## config.mk

```make
export PLATFORM = sky130hd
export DESIGN_NAME = frame_encode
export DESIGN_NICKNAME = d
export VERILOG_FILES = /design/src/rtl/frame_encode.sv
export SDC_FILE = /design/constraint.sdc
export NUM_CORES = 1
export LEC_CHECK = 0
export BUFFER_PORTS_ARGS = -buffer_cell sky130_fd_sc_hd__clkbuf_2
export CAP_MARGIN = 20
export CORE_UTILIZATION = 55
export DETAILED_ROUTE_END_ITERATION = 10
export PLACE_DENSITY = 0.82
export SETUP_SLACK_MARGIN = 0.15
export SKIP_CTS_REPAIR_TIMING = 1
export SYNTH_ARGS = -nofsm -noshare
export SYNTH_HDL_FRONTEND = slang
export SYNTH_SLANG_ARGS = --single-unit
```

## constraint.sdc

```tcl
create_clock -name clk -period 2.25 [get_ports clk]
set_clock_uncertainty 0.05 [all_clocks]
set_input_delay 0.3375 -clock clk [delete_from_list [all_inputs] [get_ports clk]]
set_output_delay 0.3375 -clock clk [all_outputs]
set_load 0.01 [all_outputs]
```

## src/rtl/frame_encode.sv

```systemverilog
// -----------------------------------------------------------------------------
// frame_encode
// Turns one register-write command into one SPI frame. The frame is the
// address byte, the low data byte, then the high data byte, all sent while
// spi_ss is held low. Bytes go to an external byte shifter over a
// valid/ready handshake.
//
// Optional build macro: FRAME_ENCODE_CHECKSUM_EN
//   When defined, a fourth byte is appended:
//   cmd_addr ^ cmd_data[7:0] ^ cmd_data[15:8].
//
// Parameters
//   SETUP_CYCLES : cycles spi_ss is low before the first byte is offered (1..255)
//   GAP_CYCLES   : cycles spi_ss is high after a frame before the next command (1..255)
//
// Ports
//   clk, rst          : rising-edge clock, synchronous active-high reset
//   cmd_addr/cmd_data : command payload, latched when the command is accepted
//   cmd_valid/ready   : command handshake; cmd_ready is high only in IDLE
//   tx_data/valid     : byte offered to the shifter
//   tx_ready          : shifter takes tx_data this cycle
//   tx_busy           : shifter is still shifting out a byte
//   spi_ss            : active-low slave select
//   frame_done        : one-cycle pulse when the frame ends
//   busy              : high whenever the encoder is not idle
// -----------------------------------------------------------------------------
module frame_encode #(
    parameter int unsigned SETUP_CYCLES = 2,
    parameter int unsigned GAP_CYCLES   = 4
) (
    input  logic        clk,
    input  logic        rst,
    input  logic [7:0]  cmd_addr,
    input  logic [15:0] cmd_data,
    input  logic        cmd_valid,
    output logic        cmd_ready,
    output logic [7:0]  tx_data,
    output logic        tx_valid,
    input  logic        tx_ready,
    input  logic        tx_busy,
    output logic        spi_ss,
    output logic        frame_done,
    output logic        busy
);

    localparam int unsigned CNT_W  = 8;
    localparam int unsigned IDX_W  = 2;
    localparam int unsigned BYTE_W = 8;
    localparam int unsigned DATA_W = 16;

`ifdef FRAME_ENCODE_CHECKSUM_EN
    localparam logic [IDX_W-1:0] LAST_IDX = IDX_W'(3);
`else
    localparam logic [IDX_W-1:0] LAST_IDX = IDX_W'(2);
`endif

    typedef enum logic [2:0] {
        ST_IDLE,
        ST_SETUP,
        ST_SEND,
        ST_DRAIN,
        ST_GAP
    } state_e;

    state_e              state_q, state_d;
    logic [CNT_W-1:0]    cnt_q, cnt_d;
    logic [IDX_W-1:0]    idx_q, idx_d;
    logic [BYTE_W-1:0]   addr_q, addr_d;
    logic [DATA_W-1:0]   data_q, data_d;
    logic [BYTE_W-1:0]   tx_data_q, tx_data_d;
    logic                tx_valid_q, tx_valid_d;
    logic                spi_ss_q, spi_ss_d;
    logic                frame_done_q, frame_done_d;
    logic                cmd_ready_q, cmd_ready_d;
    logic                busy_q, busy_d;

    // Byte of the latched frame at a given position.
    function automatic logic [BYTE_W-1:0] frame_byte(
        input logic [IDX_W-1:0]  idx,
        input logic [BYTE_W-1:0] a,
        input logic [DATA_W-1:0] d
    );
        logic [BYTE_W-1:0] b;
        b = '0;
        case (idx)
            IDX_W'(0): b = a;
            IDX_W'(1): b = d[7:0];
            IDX_W'(2): b = d[15:8];
`ifdef FRAME_ENCODE_CHECKSUM_EN
            IDX_W'(3): b = a ^ d[7:0] ^ d[15:8];
`endif
            default:   b = '0;
        endcase
        return b;
    endfunction

    // Next-state and registered-output logic.
    always_comb begin
        state_d      = state_q;
        cnt_d        = cnt_q;
        idx_d        = idx_q;
        addr_d       = addr_q;
        data_d       = data_q;
        tx_data_d    = tx_data_q;
        tx_valid_d   = tx_valid_q;
        spi_ss_d     = spi_ss_q;
        frame_done_d = 1'b0;

        case (state_q)
            ST_IDLE: begin
                if (cmd_valid && cmd_ready_q) begin
                    addr_d   = cmd_addr;
                    data_d   = cmd_data;
                    spi_ss_d = 1'b0;
                    cnt_d    = CNT_W'(SETUP_CYCLES);
                    idx_d    = '0;
                    state_d  = ST_SETUP;
                end
            end
            ST_SETUP: begin
                cnt_d = cnt_q - CNT_W'(1);
                // Counter reaches zero on this edge: first byte goes out.
                if (cnt_q <= CNT_W'(1)) begin
                    cnt_d      = '0;
                    state_d    = ST_SEND;
                    tx_valid_d = 1'b1;
                    tx_data_d  = frame_byte(idx_q, addr_q, data_q);
                end
            end
            ST_SEND: begin
                if (tx_valid_q && tx_ready) begin
                    idx_d = idx_q + IDX_W'(1);
                    if (idx_q == LAST_IDX) begin
                        tx_valid_d = 1'b0;
                        state_d    = ST_DRAIN;
                    end else begin
                        tx_data_d = frame_byte(idx_d, addr_q, data_q);
                    end
                end
            end
            ST_DRAIN: begin
                // Hold the select low until the shifter has emptied.
                if (!tx_busy) begin
                    spi_ss_d     = 1'b1;
                    frame_done_d = 1'b1;
                    cnt_d        = CNT_W'(GAP_CYCLES);
                    state_d      = ST_GAP;
                end
            end
            ST_GAP: begin
                cnt_d = cnt_q - CNT_W'(1);
                if (cnt_q <= CNT_W'(1)) begin
                    cnt_d   = '0;
                    state_d = ST_IDLE;
                end
            end
            default: begin
                state_d = ST_IDLE;
            end
        endcase

        cmd_ready_d = (state_d == ST_IDLE);
        busy_d      = (state_d != ST_IDLE);
    end

    // State and output registers.
    always_ff @(posedge clk) begin
        if (rst) begin
            state_q      <= ST_IDLE;
            cnt_q        <= '0;
            idx_q        <= '0;
            addr_q       <= '0;
            data_q       <= '0;
            tx_data_q    <= '0;
            tx_valid_q   <= 1'b0;
            spi_ss_q     <= 1'b1;
            frame_done_q <= 1'b0;
            cmd_ready_q  <= 1'b0;
            busy_q       <= 1'b0;
        end else begin
            state_q      <= state_d;
            cnt_q        <= cnt_d;
            idx_q        <= idx_d;
            addr_q       <= addr_d;
            data_q       <= data_d;
            tx_data_q    <= tx_data_d;
            tx_valid_q   <= tx_valid_d;
            spi_ss_q     <= spi_ss_d;
            frame_done_q <= frame_done_d;
            cmd_ready_q  <= cmd_ready_d;
            busy_q       <= busy_d;
        end
    end

    assign cmd_ready  = cmd_ready_q;
    assign tx_data    = tx_data_q;
    assign tx_valid   = tx_valid_q;
    assign spi_ss     = spi_ss_q;
    assign frame_done = frame_done_q;
    assign busy       = busy_q;

endmodule

```

==> metrics.csv <==
metric,value,unit
drt wl/cell,15.2,um
via count,2305,
CP Class,reg2reg,
Startpoint Class,flop,
gr usage total,0.257,
pre-CTS setup slack,0.313,ns
initial core utilization,0.592,
endpoints failing setup,0,
final WL,5670,um
VDD IR max,0.767,mV
average vias per placed instance,6.18,
die footprint,0.00470,mm2
Final Hold Viols,0,
H-tree depth,2,
Design Power,3.16,mW
minimum clock period after layout,1.97,ns
DRT Pass-1 Iters,5,
synth unique cells,45,
fin crit share,0.874,
IO Pins,42,
fin util,0.681,
global-route wire length before repair,8980,um
slew at the pin closest to its max-slew limit,0.520,ns
1st-iter DRT viols,296,
initial antenna violation count,0,
power density over the cells,1130,mW/mm2
Worst EP arrival,2.15,ns
Synth Register Bits,50,
fin. max-slew vios,0,
crit-path cells,inv_1 > ha_1 > or4b_1 > o32ai_1 > a21oi_1 > a211oi_2,
Buffers on Ports,41,
die height,68.5,um
CTS Buffer Depth,2,
RD Place Congestion,0.832,
slowest CP cell,or4b_1,
status,finished clean,
"CP delay by family, top",simple AND/OR/NAND/NOR gates,
Sequential Area,0.00100,mm2
vias in the first global route,1984,
area of the multi-input gates,0.00127,mm2
buffers and inverters on the worst path,1,
layout net count,358,
Core Region,0.00412,mm2
root buf cell,clkbuf_8,
FILL cells,326,
max-cap viol count,0,
most frequent cells in the layout,"nand2_1 (52), dfxtp_1 (50), a21oi_1 (41), clkbuf_2 (41), inv_1 (18)",
"Reg clk slew, reported paths",0.09,ns
Critical Path Max Stage Delay,0.63,ns
Rel. slew slack,0.653,
Post-Syn Area per Cell,8.45,um2
GR Overflow Total,0,
Synth-to-Final Area Change,15.1,%
FP Rows,23,
clock buffer count from CTS,5,
YS warnings,0,
share of the synthesized area in the top cell type,0.411,
Die W,68.5,um
static leakage,1.04,nW
largest net degree at the start of global routing,38,
TritonCTS clock tree,done,
Critical Path RT,2.44,ns
Skew-Pair Late Insertion Delay,0.30,ns
sequential area share after synthesis,0.411,
fmax,508,MHz
worst hold slack,0.192,ns
Netlist Area Pre-Place,0.00243,mm2
"most common cell after layout, fill and taps aside",nand2_1,
total negative slack,0,ns
clk sink count,50,
"Max FO, Critical Path",8,
Mapped Cells,288,
worst setup margin,0.282,ns
CP Capture Type,flop,
Synth area leaders,"dfxtp_1 (41%), a21oi_1 (8.4%), nand2_1 (8.0%)",
Antenna Violating Nets Remaining,0,
Post-DP HPWL,3900,um
Worst Hold Class,in2reg,
RSZ-0062 raised after global routing,no,
share of cells above drive strength 1,0.211,
syn_nets,324,
DRC,0,
Yosys top cell by area,dfxtp_1,
number of antenna diodes,0,
[cell usage after synthesis]
cell	instances
o32ai_1	8
o21ai_0	4
a21oi_1	41
a211oi_2	8
or3_1	2
or2_1	1
a211o_1	1
buf_1	2
buf_2	6
nor2b_1	1
a211oi_1	1
buf_6	1
nor2_1	7
ha_1	7
a221oi_1	1
a222oi_1	16
nand3b_1	3
inv_1	18
nand4_1	4
nand3_1	6
clkbuf_1	12
nor3_1	2
nand4b_1	1
and2_1	1
or4_1	3
a41oi_1	1
nor4_2	1
nand4_2	1
or2b_1	1
nand2_1	52
a22oi_1	1
nand2b_1	1
a311o_1	1
or4b_1	1
xor2_1	2
nor3b_1	3
o21ai_1	1
o31ai_1	2
dfxtp_1	50
a31oi_1	5
and4_1	1
a22oi_2	1
and3_1	3
xnor2_1	2
a2111oi_0	1
[per-stage QoR]
stage,instances,cell area [um2]
CTS,373,2800
finish,373,2800
floorplan,288,2430
detailed placement,365,2660
global placement,365,2660
global route,373,2800
[sequential cells by signal (all words and copies together) (netlist names)]
| signal | cells |
|---|---|
| cnt_q | 8 |
| busy | 1 |
| tx_valid | 1 |
| data_q | 16 |
| idx_q | 2 |
| tx_data | 8 |
| spi_ss | 1 |
| addr_q | 8 |
| state_q | 3 |
| cmd_ready | 1 |
| frame_done | 1 |
[cells by family (layout without fill, tap and decap cells)]
kind of cell,after synthesis,count (layout),synth area share
AO/OA/AOI/OAI,93,93,0.279
XOR/XNOR,4,4,0.0144
AND/OR/NAND/NOR,95,95,0.193
adder cells (fa/ha/maj),7,7,0.0360
buffers and inverters,39,74,0.0663
flip-flops,50,50,0.411
[report_power, final]
group	switching, mW	internal, mW	leakage (nW)
clock network	0.306	0.445	0.0683
logic	0.646	0.474	0.567
registers	0.199	1.09	0.407
[worst register-to-register path: stages (launching register included)]
cell      delay, ns
dfxtp_1        0.42
inv_1          0.11
ha_1           0.22
or4b_1         0.63
o32ai_1        0.19
a21oi_1        0.10
a211oi_2       0.19
[per-layer routing]
layer  up-vias  track usage  wire length (um)
met3        11       0.0543               386
met5         -            0                 0
li1       1136            -                 -
met1      1070        0.335              2540
met4         0       0.0833                87
met2        88        0.420              2650
[path summary, 6_finish.rpt]
| kind | start | endpoint | slack (ns) | cells after the start |
|---|---|---|---|---|
| setup / recovery | idx_q[0] | tx_data[4] | 0.28 | 6 |
| setup reg to reg | idx_q[0] | tx_data[4] | 0.28 | 6 |
| hold reg to reg | tx_data[3] | tx_data[3] | 0.42 | 2 |
| hold / removal | cmd_data[7] | data_q[7] | 0.19 | 3 |
[final cells by class]
type	count	area share
clock buffer	5	0.0246
clock inverter	3	0.0246
inverter	18	0.0241
multi-input combinational	199	0.455
sequential	50	0.357
tap	50	0.0223
timing repair buffer	48	0.0920
Power figures use the tool's default switching activity.
